$ cat src/rtl/step_pulse_gen.sv
// step_pulse_gen: turns two raw push buttons into single-cycle up/down step
// pulses. Each button is synchronised and debounced; a press gives one pulse
// immediately, then auto-repeat pulses while the button stays held. Pressing
// both buttons locks the outputs until both are released.
module step_pulse_gen #(
    parameter int DEB_CYCLES    = 16,
    parameter int HOLD_CYCLES   = 64,
    parameter int REPEAT_CYCLES = 16
) (
    input  logic clk,
    input  logic rst,
    input  logic btn_up,
    input  logic btn_dn,
    output logic inc,
    output logic dec,
    output logic ena,
    output logic up_lvl,
    output logic dn_lvl
);

    // Debounce counter only needs to reach DEB_CYCLES-1.
    localparam int DW   = $clog2(DEB_CYCLES) + 1;
    // One timer serves both the hold delay and the repeat interval.
    localparam int MAXC = (HOLD_CYCLES > REPEAT_CYCLES) ? HOLD_CYCLES : REPEAT_CYCLES;
    localparam int TW   = $clog2(MAXC) + 1;

    localparam logic [DW-1:0] DEB_LAST  = DW'(DEB_CYCLES - 1);
    localparam logic [DW-1:0] DEB_ONE   = DW'(1);
    localparam logic [TW-1:0] HOLD_LOAD = TW'(HOLD_CYCLES - 1);
    localparam logic [TW-1:0] REP_LOAD  = TW'(REPEAT_CYCLES - 1);
    localparam logic [TW-1:0] T_ONE     = TW'(1);

    // Index 0 = up button, index 1 = down button.
    logic [1:0] btn_raw;
    logic [1:0] lvl;
    logic [1:0] press;

    assign btn_raw = {btn_dn, btn_up};

    generate
        for (genvar gi = 0; gi < 2; gi++) begin : g_btn
            logic          sync1_reg;
            logic          sync2_reg;
            logic          lvl_reg;
            logic          lvl_prev_reg;
            logic [DW-1:0] cnt_reg;

            // Two-flop synchroniser for the asynchronous button input.
            always_ff @(posedge clk) begin
                if (rst) begin
                    sync1_reg <= 1'b0;
                    sync2_reg <= 1'b0;
                end else begin
                    sync1_reg <= btn_raw[gi];
                    sync2_reg <= sync1_reg;
                end
            end

            // Accept a new level only after DEB_CYCLES consecutive differing samples;
            // any sample agreeing with the current level restarts the count.
            always_ff @(posedge clk) begin
                if (rst) begin
                    cnt_reg <= '0;
                    lvl_reg <= 1'b0;
                end else if (sync2_reg == lvl_reg) begin
                    cnt_reg <= '0;
                end else if (cnt_reg == DEB_LAST) begin
                    lvl_reg <= sync2_reg;
                    cnt_reg <= '0;
                end else begin
                    cnt_reg <= cnt_reg + DEB_ONE;
                end
            end

            // Previous debounced level, used to detect the 0->1 press event.
            always_ff @(posedge clk) begin
                if (rst) begin
                    lvl_prev_reg <= 1'b0;
                end else begin
                    lvl_prev_reg <= lvl_reg;
                end
            end

            assign lvl[gi]   = lvl_reg;
            assign press[gi] = lvl_reg & ~lvl_prev_reg;
        end
    endgenerate

    typedef enum logic [1:0] {
        IDLE,
        HOLD,
        REPEAT,
        LOCK
    } state_t;

    state_t        state_reg, state_next;
    logic [TW-1:0] timer_reg, timer_next;
    logic          dir_reg, dir_next;      // 1 = up, 0 = down; fixed for the whole press
    logic          pulse_up_next, pulse_dn_next;
    logic          inc_reg, dec_reg, ena_reg;
    logic          act_lvl, oth_lvl;

    // Level of the button that started the press, and of the other one.
    assign act_lvl = dir_reg ? lvl[0] : lvl[1];
    assign oth_lvl = dir_reg ? lvl[1] : lvl[0];

    // Next-state and pulse decode; release and the other button win over timer expiry.
    always_comb begin
        state_next    = state_reg;
        timer_next    = timer_reg;
        dir_next      = dir_reg;
        pulse_up_next = 1'b0;
        pulse_dn_next = 1'b0;
        case (state_reg)
            IDLE: begin
                if (press[0] && !press[1] && !lvl[1]) begin
                    pulse_up_next = 1'b1;
                    dir_next      = 1'b1;
                    timer_next    = HOLD_LOAD;
                    state_next    = HOLD;
                end else if (press[1] && !press[0] && !lvl[0]) begin
                    pulse_dn_next = 1'b1;
                    dir_next      = 1'b0;
                    timer_next    = HOLD_LOAD;
                    state_next    = HOLD;
                end else if (press != 2'b00) begin
                    // Simultaneous press, or press while the other is already held.
                    state_next = LOCK;
                end
            end
            HOLD, REPEAT: begin
                if (!act_lvl) begin
                    state_next = IDLE;
                end else if (oth_lvl) begin
                    state_next = LOCK;
                end else if (timer_reg == '0) begin
                    pulse_up_next = dir_reg;
                    pulse_dn_next = ~dir_reg;
                    timer_next    = REP_LOAD;
                    state_next    = REPEAT;
                end else begin
                    timer_next = timer_reg - T_ONE;
                end
            end
            LOCK: begin
                if (!lvl[0] && !lvl[1]) begin
                    state_next = IDLE;
                end
            end
            default: begin
                state_next = IDLE;
            end
        endcase
    end

    // State, timer, direction and registered step outputs.
    always_ff @(posedge clk) begin
        if (rst) begin
            state_reg <= IDLE;
            timer_reg <= '0;
            dir_reg   <= 1'b0;
            inc_reg   <= 1'b0;
            dec_reg   <= 1'b0;
            ena_reg   <= 1'b0;
        end else begin
            state_reg <= state_next;
            timer_reg <= timer_next;
            dir_reg   <= dir_next;
            inc_reg   <= pulse_up_next;
            dec_reg   <= pulse_dn_next;
            ena_reg   <= pulse_up_next | pulse_dn_next;
        end
    end

    assign inc    = inc_reg;
    assign dec    = dec_reg;
    assign ena    = ena_reg;
    assign up_lvl = lvl[0];
    assign dn_lvl = lvl[1];

endmodule
$ cat config.mk
export PLATFORM = sky130hd
export DESIGN_NAME = step_pulse_gen
export DESIGN_NICKNAME = d
export VERILOG_FILES = /design/src/rtl/step_pulse_gen.sv
export SDC_FILE = /design/constraint.sdc
export NUM_CORES = 1
export LEC_CHECK = 0
export BUFFER_PORTS_ARGS = -buffer_cell sky130_fd_sc_hd__buf_2
export CORE_ASPECT_RATIO = 1.4
export CORE_UTILIZATION = 40
export CTS_BUF_LIST = sky130_fd_sc_hd__clkbuf_8 sky130_fd_sc_hd__clkbuf_16
export DETAILED_ROUTE_END_ITERATION = 12
export RECOVER_POWER = 25
export SYNTH_ARGS = -nofsm -noshare
export SYNTH_HDL_FRONTEND = slang
export SYNTH_SLANG_ARGS = --single-unit
$ cat constraint.sdc
create_clock -name clk -period 2.55 [get_ports clk]
set_clock_uncertainty 0.2 [all_clocks]
set_input_delay 0 -clock clk [delete_from_list [all_inputs] [get_ports clk]]
set_output_delay 0 -clock clk [all_outputs]
set_load 0.02 [all_outputs]
==> results.tsv <==
metric	value	unit
status	finished, final reports clean	
Reg2Reg Depth	6	
maximum vdd ir drop	0.000534	V
vias per cell	5.47	
yosys warns	0	
total global routing overflow	0	
non-filler instance count after layout	212	
Cell variety after synth	42	
Final Setup Violations	0	
largest cells by area after synthesis	dfxtp_1 42%, ha_1 7.6%, nor2_1 4.8%	
Clock Path Buffers	2	
RSZ-0062 raised after global routing	no	
DRT antenna net count	0	
Core ar.	3440	um^2
Inst Count DP	200	
final net count	185	
Final min period	2.24	ns
first-pass GRT wire length	4820	um
CTS buffer count	5	
Worst slew margin	0.464	
reg2reg start	state_reg[0]	
die area	3940	um^2
Fin Setup TNS	0	ns
syn avg cell area	9.40	um^2
Ports	9	
share of cells above drive strength 1	0.105	
worst r2r dst	timer_reg[5]	
placed standard-cell area	1540	um^2
pin count of the biggest net entering global routing	19	
die width	53.3	um
CTS H-tree lvls	2	
Slew Viols, Final	0	
Slew @ Worst Pin	0.804	ns
vias in the first global route	1104	
Max Cap Viol	0	
Vert. Die Dim	73.9	um
worst setup path category	reg2reg	
maximum fanout along the worst path	15	
CTS tree	yes	
synthesis-to-layout area growth	13.4	%
most frequent cells in the layout	31 x dfxtp_1, 19 x nor2_1, 9 x inv_1, 9 x ha_1, 8 x a21oi_1	
hold path depth	1	
Final period util	0.879	
largest area contributor in the netlist	dfxtp_1	
CTS clk-pin slew, worst paths	0.07	ns
R2R setup slack	0.31	ns
Fin. Hold Viols	0	
IO Port Bufs	8	
fmax	446	MHz
antenna cell count	0	
share of the synthesized area in the top cell type	0.420	
synthesized instance count	157	
final core occ	0.487	
Rows	25	
syn_nets	170	
Remaining DRCs	0	
post-CTS setup buffers	0	
data arrival time of the critical path	2.21	ns
RD Place Congestion	0.828	
Initial Util	0.429	
Worst EP required	2.52	ns
WL/cell	13.0	um
Post-Route WL	2750	um
iteration-0 DRC count of the detailed router	48	
drt first pass iters	4	
sequential share of the synthesized area	0.420	
Design Power	1410	uW
CP Launch Type	register	
Pwr Density	841	nW/um^2
Largest register FFs	10	
number of synthesized register bits	31	
Hold Path Class	reg2reg	
Pleak	0.000650	uW
CTS root buf	clkbuf_8	
initial antenna violation count	0	
clock sinks	31	
clock latency on the worst-skew pair	0.28	ns
Hold EP	g_btn[0].sync2_reg	
Tot GR Track Use	0.171	
vias	1159	
Detail Placement HPWL	1910	um
hold path start	g_btn[0].sync1_reg	
synthesized area	1480	um^2
post-route cell area	1670	um^2
CP endpoint kind	register	
leading cell type in the layout, fill and taps excluded	dfxtp_1	
synth_stat cells (all sizes together):
| library cell | count |
|---|---|
| a211oi | 3 |
| a21boi | 1 |
| a21oi | 8 |
| a2bb2oi | 1 |
| a311oi | 1 |
| a31oi | 2 |
| a32o | 2 |
| a41o | 1 |
| and2 | 1 |
| and3 | 5 |
| buf | 2 |
| clkbuf | 3 |
| dfxtp | 31 |
| ha | 9 |
| inv | 9 |
| mux2i | 5 |
| nand2 | 4 |
| nand2b | 6 |
| nand3 | 6 |
| nand3b | 3 |
| nand4 | 3 |
| nand4b | 1 |
| nor2 | 19 |
| nor2b | 6 |
| nor3 | 2 |
| nor3b | 2 |
| o211a | 1 |
| o21a | 1 |
| o21ai | 3 |
| o41ai | 1 |
| or2 | 1 |
| or3 | 2 |
| or3b | 3 |
| or4 | 1 |
| or4b | 2 |
| xnor2 | 4 |
| xor2 | 2 |
stage by stage:
| stage | hold WS, ns | worst slack [ns] |
|---|---|---|
| 2_1_floorplan | -0.128 | 0.712 |
| 3_3_place_gp | 0.00911 | 0.450 |
| 3_5_place_dp | 0.0142 | 0.334 |
| 4_1_cts | 0.240 | 0.312 |
| 5_1_grt | 0.265 | 0.165 |
| 6_report | 0.238 | 0.309 |
worst max-delay path by stage:
stage	start	end	cells after the start
finish	state_reg[0]	timer_reg[5]	6
global route	state_reg[0]	timer_reg[5]	6
CTS	state_reg[0]	timer_reg[4]	6
detailed placement	state_reg[0]	timer_reg[4]	6
global placement	state_reg[0]	timer_reg[5]	6
floorplan	dn_lvl	timer_reg[5]	4
area by class of cell:
type,count,area [um^2]
clock buffer,6,82.6
multi-input combinational,112,800
inverter,9,33.8
timing repair buffer,13,82.6
sequential,31,621
fill,334,1770
tap,40,50.0
clock inverter,1,5.00
what timing repair did:
action,in CTS,in global routing
resized for setup,0,0
endpoints found under the hold margin,11,0
hold buffers,5,0
report_power, final:
part | switching [uW] | internal, uW | leakage, uW | total [uW]
clock network | 167 | 211 | 0.0000470 | 378
logic | 279 | 188 | 0.000351 | 468
registers | 39.8 | 523 | 0.000252 | 563
total | 486 | 922 | 0.000650 | 1410
logic make-up after synthesis:
kind of cell	Yosys count	share of synthesized area
adders and majority gates	9	0.0763
DFF	31	0.420
xor gates and xnor gates	6	0.0356
muxes	5	0.0339
buffers and inverters	14	0.0381
and+or+nand+nor	67	0.261
AOI/OAI and AO/OA	25	0.135
metal layers:
layer | global-route usage | vias up | routed length (um)
met1 | 0.191 | 547 | 1230
met2 | 0.274 | 25 | 1350
li1 | - | 583 | -
met5 | 0 | - | 0
met3 | 0.0559 | 4 | 125
met4 | 0.102 | 0 | 43
worst max-delay path: stages (launching register included):
cell     delay (ns)
dfxtp_1        0.38
inv_1          0.09
ha_1           0.62
nor2_1         0.13
a31oi_4        0.30
nand4_1        0.14
a32o_1         0.27
(Power assumes the default switching activity.)
